`src/rtl/comparator_tree_pkg.sv`:
```
// rtl/comparator_tree_pkg.sv - shared width default and tree node type for comparator_tree
package comparator_tree_pkg;

    localparam int CMP_DEFAULT_WIDTH = 128;

    typedef struct packed {
        logic eq;
        logic lt;
    } cmp_node_t;

endpackage

```
`src/rtl/comparator_tree_if.sv`:
```
// rtl/comparator_tree_if.sv - operand/result bundle for comparator_tree (COMPARATOR_TREE_GE_EN adds GE/GEu)
interface comparator_tree_if
    import comparator_tree_pkg::*;
#(
    parameter int WIDTH = CMP_DEFAULT_WIDTH
);

    logic [WIDTH-1:0] op1;
    logic [WIDTH-1:0] op2;
    logic             EQ;
    logic             LT;
    logic             LTu;
    logic             EQ_r;
    logic             LT_r;
    logic             LTu_r;
`ifdef COMPARATOR_TREE_GE_EN
    logic             GE;
    logic             GEu;

    modport master (output op1, op2, input EQ, LT, LTu, EQ_r, LT_r, LTu_r, GE, GEu);
    modport slave  (input op1, op2, output EQ, LT, LTu, EQ_r, LT_r, LTu_r, GE, GEu);
`else
    modport master (output op1, op2, input EQ, LT, LTu, EQ_r, LT_r, LTu_r);
    modport slave  (input op1, op2, output EQ, LT, LTu, EQ_r, LT_r, LTu_r);
`endif

endinterface

```
`src/rtl/comparator_tree_node.sv`:
```
// rtl/comparator_tree_node.sv - merges a more-significant and less-significant compare result
module cmp_tree_node
    import comparator_tree_pkg::*;
(
    input  cmp_node_t hi_i,
    input  cmp_node_t lo_i,
    output cmp_node_t out_o
);

    // The low half only decides the ordering when the high half is equal.
    assign out_o.eq = hi_i.eq & lo_i.eq;
    assign out_o.lt = hi_i.lt | (hi_i.eq & lo_i.lt);

endmodule

```
`src/rtl/comparator_tree.sv`:
```
// rtl/comparator_tree.sv - log2(WIDTH)-deep eq/lt compare tree with registered copies
// Optional GE/GEu outputs are enabled with COMPARATOR_TREE_GE_EN.
module comparator_tree
    import comparator_tree_pkg::*;
#(
    parameter int WIDTH = CMP_DEFAULT_WIDTH
)(
    input  logic                clk,
    input  logic                reset_n,
    comparator_tree_if.slave    cmp
);

    localparam int DEPTH = $clog2(WIDTH);

    cmp_node_t leaf [WIDTH];

    for (genvar i = 0; i < WIDTH; i++) begin : g_leaf
        assign leaf[i].eq = ~(cmp.op1[i] ^ cmp.op2[i]);
        assign leaf[i].lt = ~cmp.op1[i] & cmp.op2[i];
    end

    // Level l holds WIDTH>>l nodes; node k spans bits of children 2k+1 (high) and 2k (low).
    for (genvar l = 1; l <= DEPTH; l++) begin : g_lvl
        localparam int N = WIDTH >> l;
        cmp_node_t nodes [N];
        for (genvar k = 0; k < N; k++) begin : g_node
            if (l == 1) begin : g_from_leaf
                cmp_tree_node u_node (
                    .hi_i  (leaf[2*k+1]),
                    .lo_i  (leaf[2*k]),
                    .out_o (nodes[k])
                );
            end else begin : g_from_prev
                cmp_tree_node u_node (
                    .hi_i  (g_lvl[l-1].nodes[2*k+1]),
                    .lo_i  (g_lvl[l-1].nodes[2*k]),
                    .out_o (nodes[k])
                );
            end
        end
    end

    logic eq_c;
    logic ltu_c;
    logic lt_c;

    assign eq_c  = g_lvl[DEPTH].nodes[0].eq;
    assign ltu_c = g_lvl[DEPTH].nodes[0].lt;
    // Differing sign bits: the operand with the sign bit set is the smaller one.
    assign lt_c  = (cmp.op1[WIDTH-1] != cmp.op2[WIDTH-1]) ? cmp.op1[WIDTH-1] : ltu_c;

    assign cmp.EQ  = eq_c;
    assign cmp.LT  = lt_c;
    assign cmp.LTu = ltu_c;

`ifdef COMPARATOR_TREE_GE_EN
    assign cmp.GE  = ~lt_c;
    assign cmp.GEu = ~ltu_c;
`endif

    logic eq_d, lt_d, ltu_d;
    logic eq_q, lt_q, ltu_q;

    assign eq_d  = eq_c;
    assign lt_d  = lt_c;
    assign ltu_d = ltu_c;

    always_ff @(posedge clk or negedge reset_n) begin
        if (!reset_n) begin
            eq_q  <= 1'b0;
            lt_q  <= 1'b0;
            ltu_q <= 1'b0;
        end else begin
            eq_q  <= eq_d;
            lt_q  <= lt_d;
            ltu_q <= ltu_d;
        end
    end

    assign cmp.EQ_r  = eq_q;
    assign cmp.LT_r  = lt_q;
    assign cmp.LTu_r = ltu_q;

endmodule

```
`src/flat_wrapper.sv`:
```
// flat-port wrapper written by rule: the top's interface ports become plain ports
module comparator_tree_flat import comparator_tree_pkg::*;
#(
    parameter int WIDTH = CMP_DEFAULT_WIDTH
)
  (clk, reset_n, cmp_op1, cmp_op2, cmp_EQ, cmp_LT, cmp_LTu, cmp_EQ_r, cmp_LT_r, cmp_LTu_r);
  comparator_tree_if #(.WIDTH(WIDTH)) cmp_i ();
  input  logic clk;
  input  logic reset_n;
  input wire logic [$bits(cmp_i.op1)-1:0] cmp_op1;
  input wire logic [$bits(cmp_i.op2)-1:0] cmp_op2;
  output wire logic [$bits(cmp_i.EQ)-1:0] cmp_EQ;
  output wire logic [$bits(cmp_i.LT)-1:0] cmp_LT;
  output wire logic [$bits(cmp_i.LTu)-1:0] cmp_LTu;
  output wire logic [$bits(cmp_i.EQ_r)-1:0] cmp_EQ_r;
  output wire logic [$bits(cmp_i.LT_r)-1:0] cmp_LT_r;
  output wire logic [$bits(cmp_i.LTu_r)-1:0] cmp_LTu_r;
  assign cmp_i.op1 = cmp_op1;
  assign cmp_i.op2 = cmp_op2;
  assign cmp_EQ = cmp_i.EQ;
  assign cmp_LT = cmp_i.LT;
  assign cmp_LTu = cmp_i.LTu;
  assign cmp_EQ_r = cmp_i.EQ_r;
  assign cmp_LT_r = cmp_i.LT_r;
  assign cmp_LTu_r = cmp_i.LTu_r;
  comparator_tree #(.WIDTH(WIDTH)) u_core (.clk(clk), .reset_n(reset_n), .cmp(cmp_i));
endmodule
```
`config.mk`:
```
export PLATFORM = sky130hd
export DESIGN_NAME = comparator_tree_flat
export DESIGN_NICKNAME = d
export VERILOG_FILES = /design/src/rtl/comparator_tree_pkg.sv /design/src/rtl/comparator_tree_if.sv /design/src/rtl/comparator_tree_node.sv /design/src/rtl/comparator_tree.sv /design/src/flat_wrapper.sv
export SDC_FILE = /design/constraint.sdc
export NUM_CORES = 1
export LEC_CHECK = 0
export CORE_MARGIN = 4
export CORE_UTILIZATION = 35
export DETAILED_ROUTE_END_ITERATION = 7
export GPL_ROUTABILITY_DRIVEN = 1
export PLACE_DENSITY = 0.84
export SYNTH_ARGS = -nofsm -noshare
export SYNTH_HDL_FRONTEND = slang
export SYNTH_SLANG_ARGS = --single-unit
```
`constraint.sdc`:
```
create_clock -name clk -period 4.4 [get_ports clk]
set_clock_uncertainty 0.15 [all_clocks]
set_input_delay 0.88 -clock clk [delete_from_list [all_inputs] [get_ports clk]]
set_output_delay 0.88 -clock clk [all_outputs]
set_load 0.005 [all_outputs]
```
Word level (Yosys, flattened, before mapping)
Index checks and enable logic that the tools add are counted.
- bits in registers: 3
- bits in latches: 0
- RAM bits: 0
- memory bits (read-only): 0
- bits of input ports: 258
- memories: 0
- $add $sub $neg: 0
- $mul: 0
- divide/modulo/power cells: 0
- $lt $le $gt $ge: 0
- equal/unequal tests: 1
- shift operators: 0
- multiplexer cells: 1
- bitwise logic cells: 893
- reduce and logical (&&, ||, !) cells: 0
- operator list (cell ; count):
    $and 1x1->1 ; 382
    $not 1->1 ; 256
    $xor 1x1->1 ; 128
    $or 1x1->1 ; 127
    $mux 1 ; 1
    $ne 1x1->1 ; 1

Depth between registers and ports, before layout
- depth in word-level cells: 17
- mapped depth: 9
- gate-level depth less buffers: 9

By module
From an unflattened synthesis, not the netlist that was laid out.
- cell total of the unflattened synthesis: 514
- area, all modules: 3920.0 µm²
- modules (own cells, without submodules) (module ; instances ; cells an instance ; area an instance (µm²)):
    comparator_tree ; 1 ; 260 ; 2172.1
    cmp_tree_node ; 127 ; 2 ; 13.8

Worst setup path after synthesis
OpenSTA, ideal clock, no wires.
- kind: input -> output
- start: input cmp_op1[99]
- end: output cmp_LT
- data arrival time: 2.857 ns
- data required time: 3.370 ns
- setup slack: 0.513 ns
- stages on the path: 8
- path buffers: 0
- cell sequence: inv_1 > ha_1 > nand4_1 > or3_1 > or4_4 > o21bai_2 > a31o_2 > a41oi_2
- longest elaborated chain between the ends: 14
- ends and longest elaborated chain (element ; line ; source):
    start, declared ; flat_wrapper.sv:10 ; input wire logic [$bits(cmp_i.op1)-1:0] cmp_op1;
    $xor 1x1->1 ; comparator_tree.sv:18 ; assign leaf[i].eq = ~(cmp.op1[i] ^ cmp.op2[i]);
    $not 1->1 ; comparator_tree.sv:18 ;
    $and 1x1->1, on equally long branches ; comparator_tree_node.sv:12, comparator_tree_node.sv:11 ;
    $or 1x1->1 / $and 1x1->1 (equally long branches) ; comparator_tree_node.sv:12 ; assign out_o.lt = hi_i.lt | (hi_i.eq & lo_i.lt);
    $or 1x1->1 ; comparator_tree_node.sv:12 ;
    $and 1x1->1 ; comparator_tree_node.sv:12 ;
    $or 1x1->1 ; comparator_tree_node.sv:12 ;
    $and 1x1->1 ; comparator_tree_node.sv:12 ;
    $or 1x1->1 ; comparator_tree_node.sv:12 ;
    $and 1x1->1 ; comparator_tree_node.sv:12 ;
    $or 1x1->1 (2 in a row) ; comparator_tree_node.sv:12 ;
    $or 1x1->1 * ; comparator_tree_node.sv:12 ;
    $mux 1 * ; comparator_tree.sv:50 ; assign lt_c = (cmp.op1[WIDTH-1] != cmp.op2[WIDTH-1]) ? cmp.op1[WIDTH-1] : ltu_c;
    end, declared ; flat_wrapper.sv:13 ; output wire logic [$bits(cmp_i.LT)-1:0] cmp_LT;
Every way passes the cells marked *; elsewhere a longest branch is shown, timed or not.

Final worst setup path
- start: input cmp_op1[121]
- end: output cmp_LT
- longest elaborated chain between the ends: 13
- ends and longest elaborated chain (element ; line):
    $xor 1x1->1 ; comparator_tree.sv:18
    $not 1->1 ; comparator_tree.sv:18
    $and 1x1->1 ; comparator_tree_node.sv:12
    $or 1x1->1 ; comparator_tree_node.sv:12
    $and 1x1->1 ; comparator_tree_node.sv:12
    $or 1x1->1 ; comparator_tree_node.sv:12
    $and 1x1->1 ; comparator_tree_node.sv:12
    $or 1x1->1 (4 in a row) ; comparator_tree_node.sv:12
    $or 1x1->1 * ; comparator_tree_node.sv:12
    $mux 1 * ; comparator_tree.sv:50
Marked as above.

==> out/metrics.yaml <==
run_status:
  status: "finished clean"
power:
  switchingPower_w: 0.0002501
  cell_internal_pwr_w: 0.0004620
  switching_share_pct: 35.12
  seqPwrFrac_pct: 4.4
  peakVddDrop_mv: 0.07688
  p_clk_share_pct: 11.3
  p_leak_nw: 3.589
  power_frac_comb_pct: 84.3
  p_per_area_nw_per_um2: 102.9
layout:
  mostFrequentLayoutCell: "clkdlybuf4s50_1"
  fin_area_um2: 6920
  drive_gt1_share_pct: 19.04
  final_cell_mix: "clkdlybuf4s50_1 (223), inv_1 (112), ha_1 (102), a21oi_1 (57), buf_4 (50)"
  area_growth_pct: 101.9
  n_fill_cell: 676
  nets: 1175
  diodes: 0
  final_cells: 917
logic_synthesis:
  synth_fa_ha_area_share_pct: 46.72
  synth_xor_area_share_pct: 0
  synth_mux_area_share_pct: 0
  ys_seq_area_share_pct: 2.190
  synthSimpleGateAreaFrac_pct: 19.64
  syn_area_um2: 3428
  synth_nets: 857
  syn_area_per_cell_um2: 7.279
  synth_compound_area_share_pct: 17.12
  syn_inst: 471
  synth_top_family_by_area: "adder cells"
  synth.distinct_cells: 38
  yosys_warnings: 0
  ys_seq_elements: 3
grt:
  grt_pass1_vias: 4842
  track_usage_pct: 23.60
  overflow: 0
  grt_max_degree: 5
  grt_pass1_wl_um: 21750
  antenna_found_initial: 0
clocking:
  clkSlewWorstSetupHoldPaths_ps: 30
  numCtsBuffers: 3
  cts-root-buf: "clkbuf_8"
  tritoncts: "built"
  htreeDepth: 1
  cts_buffer_depth: 2
  cts_sinks: 3
setup_path:
  startpoint_type: "input port"
  path_cells: "clkdlybuf4s50_1 -> inv_1 -> ha_1 -> nand4_1 -> nor4_4 -> nand2_4 -> nor4_4 -> nand4_1 -> and4_4 -> a41oi_2 -> buf_2"
  crit_required_ps: 3370
  cp_slowest_cell: "clkdlybuf4s50_1"
  cp_slowest_stage_delay_ps: 470
  critPathKind: "input port to output port"
  crit_arrival_ps: 3280
  crit_fanout: 3
  crit_path_end_kind: "output port"
detailed_routing:
  dr.pass1.iters: 6
  vias: 4541
  dr.first_iter.drc_count: 171
  drt-total-wl_um: 14530
  ant_nets: 0
  via_per_inst: 4.952
  routedWlPerCell_um: 15.85
  drc: 0
placed_design:
  place_inst: 908
  portBuffers: 263
  dp_hpwl_um: 12880
  place.gp.congestion: 0.8188
  place_area_um2: 6560
sta:
  hold_viol_final: 0
  worstMarginPinSlew_ps: 629.4
  fin_crit_ps: 4310
  setup_viol: 0
  fmax_mhz: 232.0
  drv_slew: 0
  fin_crit_sh_pct: 97.96
  max_slew_margin_pct: 56.95
die:
  die-area_um2: 11440
  die_w_um: 107.0
  coreArea_um2: 9371
  rows: 35
  ios: 264
  die_h_um: 107.0
  start_util_pct: 36.58
hold_path:
  hold_path.class: "input port to asynchronous set/reset pin"
job:
  cap_violations: 0
## critical path, delay by kind of cell
family	cells	cell delay (ps)
AND/OR/NAND/NOR	6	1290
buffers and inverters	3	680
adder cells (fa/ha/maj)	1	290
AO/OA/AOI/OAI	1	140
## kinds of logic after synthesis
group,Yosys count
buffers and inverters,131
adders and majority gates,128
and+or+nand+nor,109
AOI/OAI and AO/OA,100
DFF,3
## through the flow
| stage | setup WS (ps) | total power, W | util, % | hold slack (ps) | TNS [ps] |
|---|---|---|---|---|---|
| global route | -68.55 | 0.0007817 | 73.85 | 724.7 | -68.55 |
| detailed placement | -765.8 | 0.0005982 | 70.00 | 933.9 | -2103 |
| CTS | 9.935 | 0.0006882 | 71.32 | 706.4 | 0 |
| finish | 89.80 | 0.0007122 | 73.85 | 704.9 | 0 |
| floorplan | 512.9 | 0.0002443 | - | 434.4 | 0 |
| global placement | -735.9 | 0.0005700 | 70.00 | 935.8 | -2018 |
## state kept, by name, indices dropped and copies added, names as in the netlist
signal / cells
u_core.cmp.LTu_r: 1
u_core.cmp.EQ_r: 1
u_core.cmp.LT_r: 1
## worst paths after layout
path	startpoint	endpoint	slack (ps)	cells past startpoint
max	cmp_op1[121]	cmp_LT	90	11
min	reset_n	u_core.cmp.LTu_r	700	1
max in group asynchronous	reset_n	u_core.cmp.LT_r	3240	1
min in group clk	cmp_op2[103]	u_core.cmp.LTu_r	1320	6
## power groups by stage
| stage | logic, W | clock network [W] | registers (W) |
|---|---|---|---|
| floorplan | 0.000213 | 0 | 0.0000316 |
| global placement | 0.000539 | 0 | 0.0000313 |
| detailed placement | 0.000567 | 0 | 0.0000314 |
| CTS | 0.000575 | 0.0000823 | 0.0000311 |
| global route | 0.000664 | 0.0000866 | 0.0000316 |
| finish | 0.000601 | 0.0000804 | 0.0000311 |
## routing by layer
layer | vias up | part of all wire [%] | track usage (%)
li1 | 2265 | - | -
met2 | 193 | 55 | 48.11
met3 | 34 | 8.1 | 6.081
met5 | - | 0 | 0
met1 | 2049 | 34 | 21.83
met4 | 0 | 3.2 | 9.406
## synthesized netlist by cell type
cell type | number | area share [%]
nand4b_4 | 1 | 0.69
nand4_4 | 1 | 0.62
a41oi_2 | 1 | 0.47
a21o_1 | 5 | 1.1
o21ai_2 | 1 | 0.26
or3_1 | 1 | 0.18
o21ai_0 | 19 | 2.8
nor4_4 | 3 | 1.9
nand4_2 | 3 | 1.1
nor3_2 | 1 | 0.29
nand2_2 | 2 | 0.36
a31o_2 | 1 | 0.26
a21oi_1 | 57 | 8.3
o211ai_1 | 1 | 0.22
ha_1 | 128 | 47
nand2_4 | 1 | 0.33
o221ai_1 | 1 | 0.26
and4_4 | 1 | 0.33
o32ai_1 | 1 | 0.26
nand2_1 | 39 | 4.3
nor2_1 | 11 | 1.2
and2_4 | 1 | 0.26
a221oi_1 | 6 | 1.5
o21a_1 | 2 | 0.44
nor2_4 | 1 | 0.33
or4_4 | 1 | 0.33
and4_1 | 4 | 1.0
inv_1 | 131 | 14
a211oi_1 | 2 | 0.44
nor4_2 | 1 | 0.36
nor4_1 | 2 | 0.36
nor3_1 | 4 | 0.58
o21bai_1 | 1 | 0.22
o21bai_2 | 1 | 0.33
dfrtp_1 | 3 | 2.2
nand4_1 | 17 | 3.1
a2111oi_0 | 1 | 0.26
nand3_1 | 14 | 2.0
## cell type report
type / count / area [um2] / area share (%)
repair buffers: 313 / 2910 / 42.05
clock buffers: 4 / 45.04 / 0.6509
well taps: 129 / 161.4 / 2.332
multi-input cells: 337 / 3237 / 46.77
inverters: 131 / 491.7 / 7.105
flip-flops and latches: 3 / 75.07 / 1.085
## what timing repair did
item | 4_1_cts | 5_1_grt
buffers inserted | 3 | 2
gates cloned | 0 | 0
gates resized for setup | 122 | 42
setup endpoints to repair | 3 | 3
pin swaps | 17 | 20
hold endpoints to repair | 0 | 0
hold buffers | 0 | 0
(Power assumes the default switching activity.)
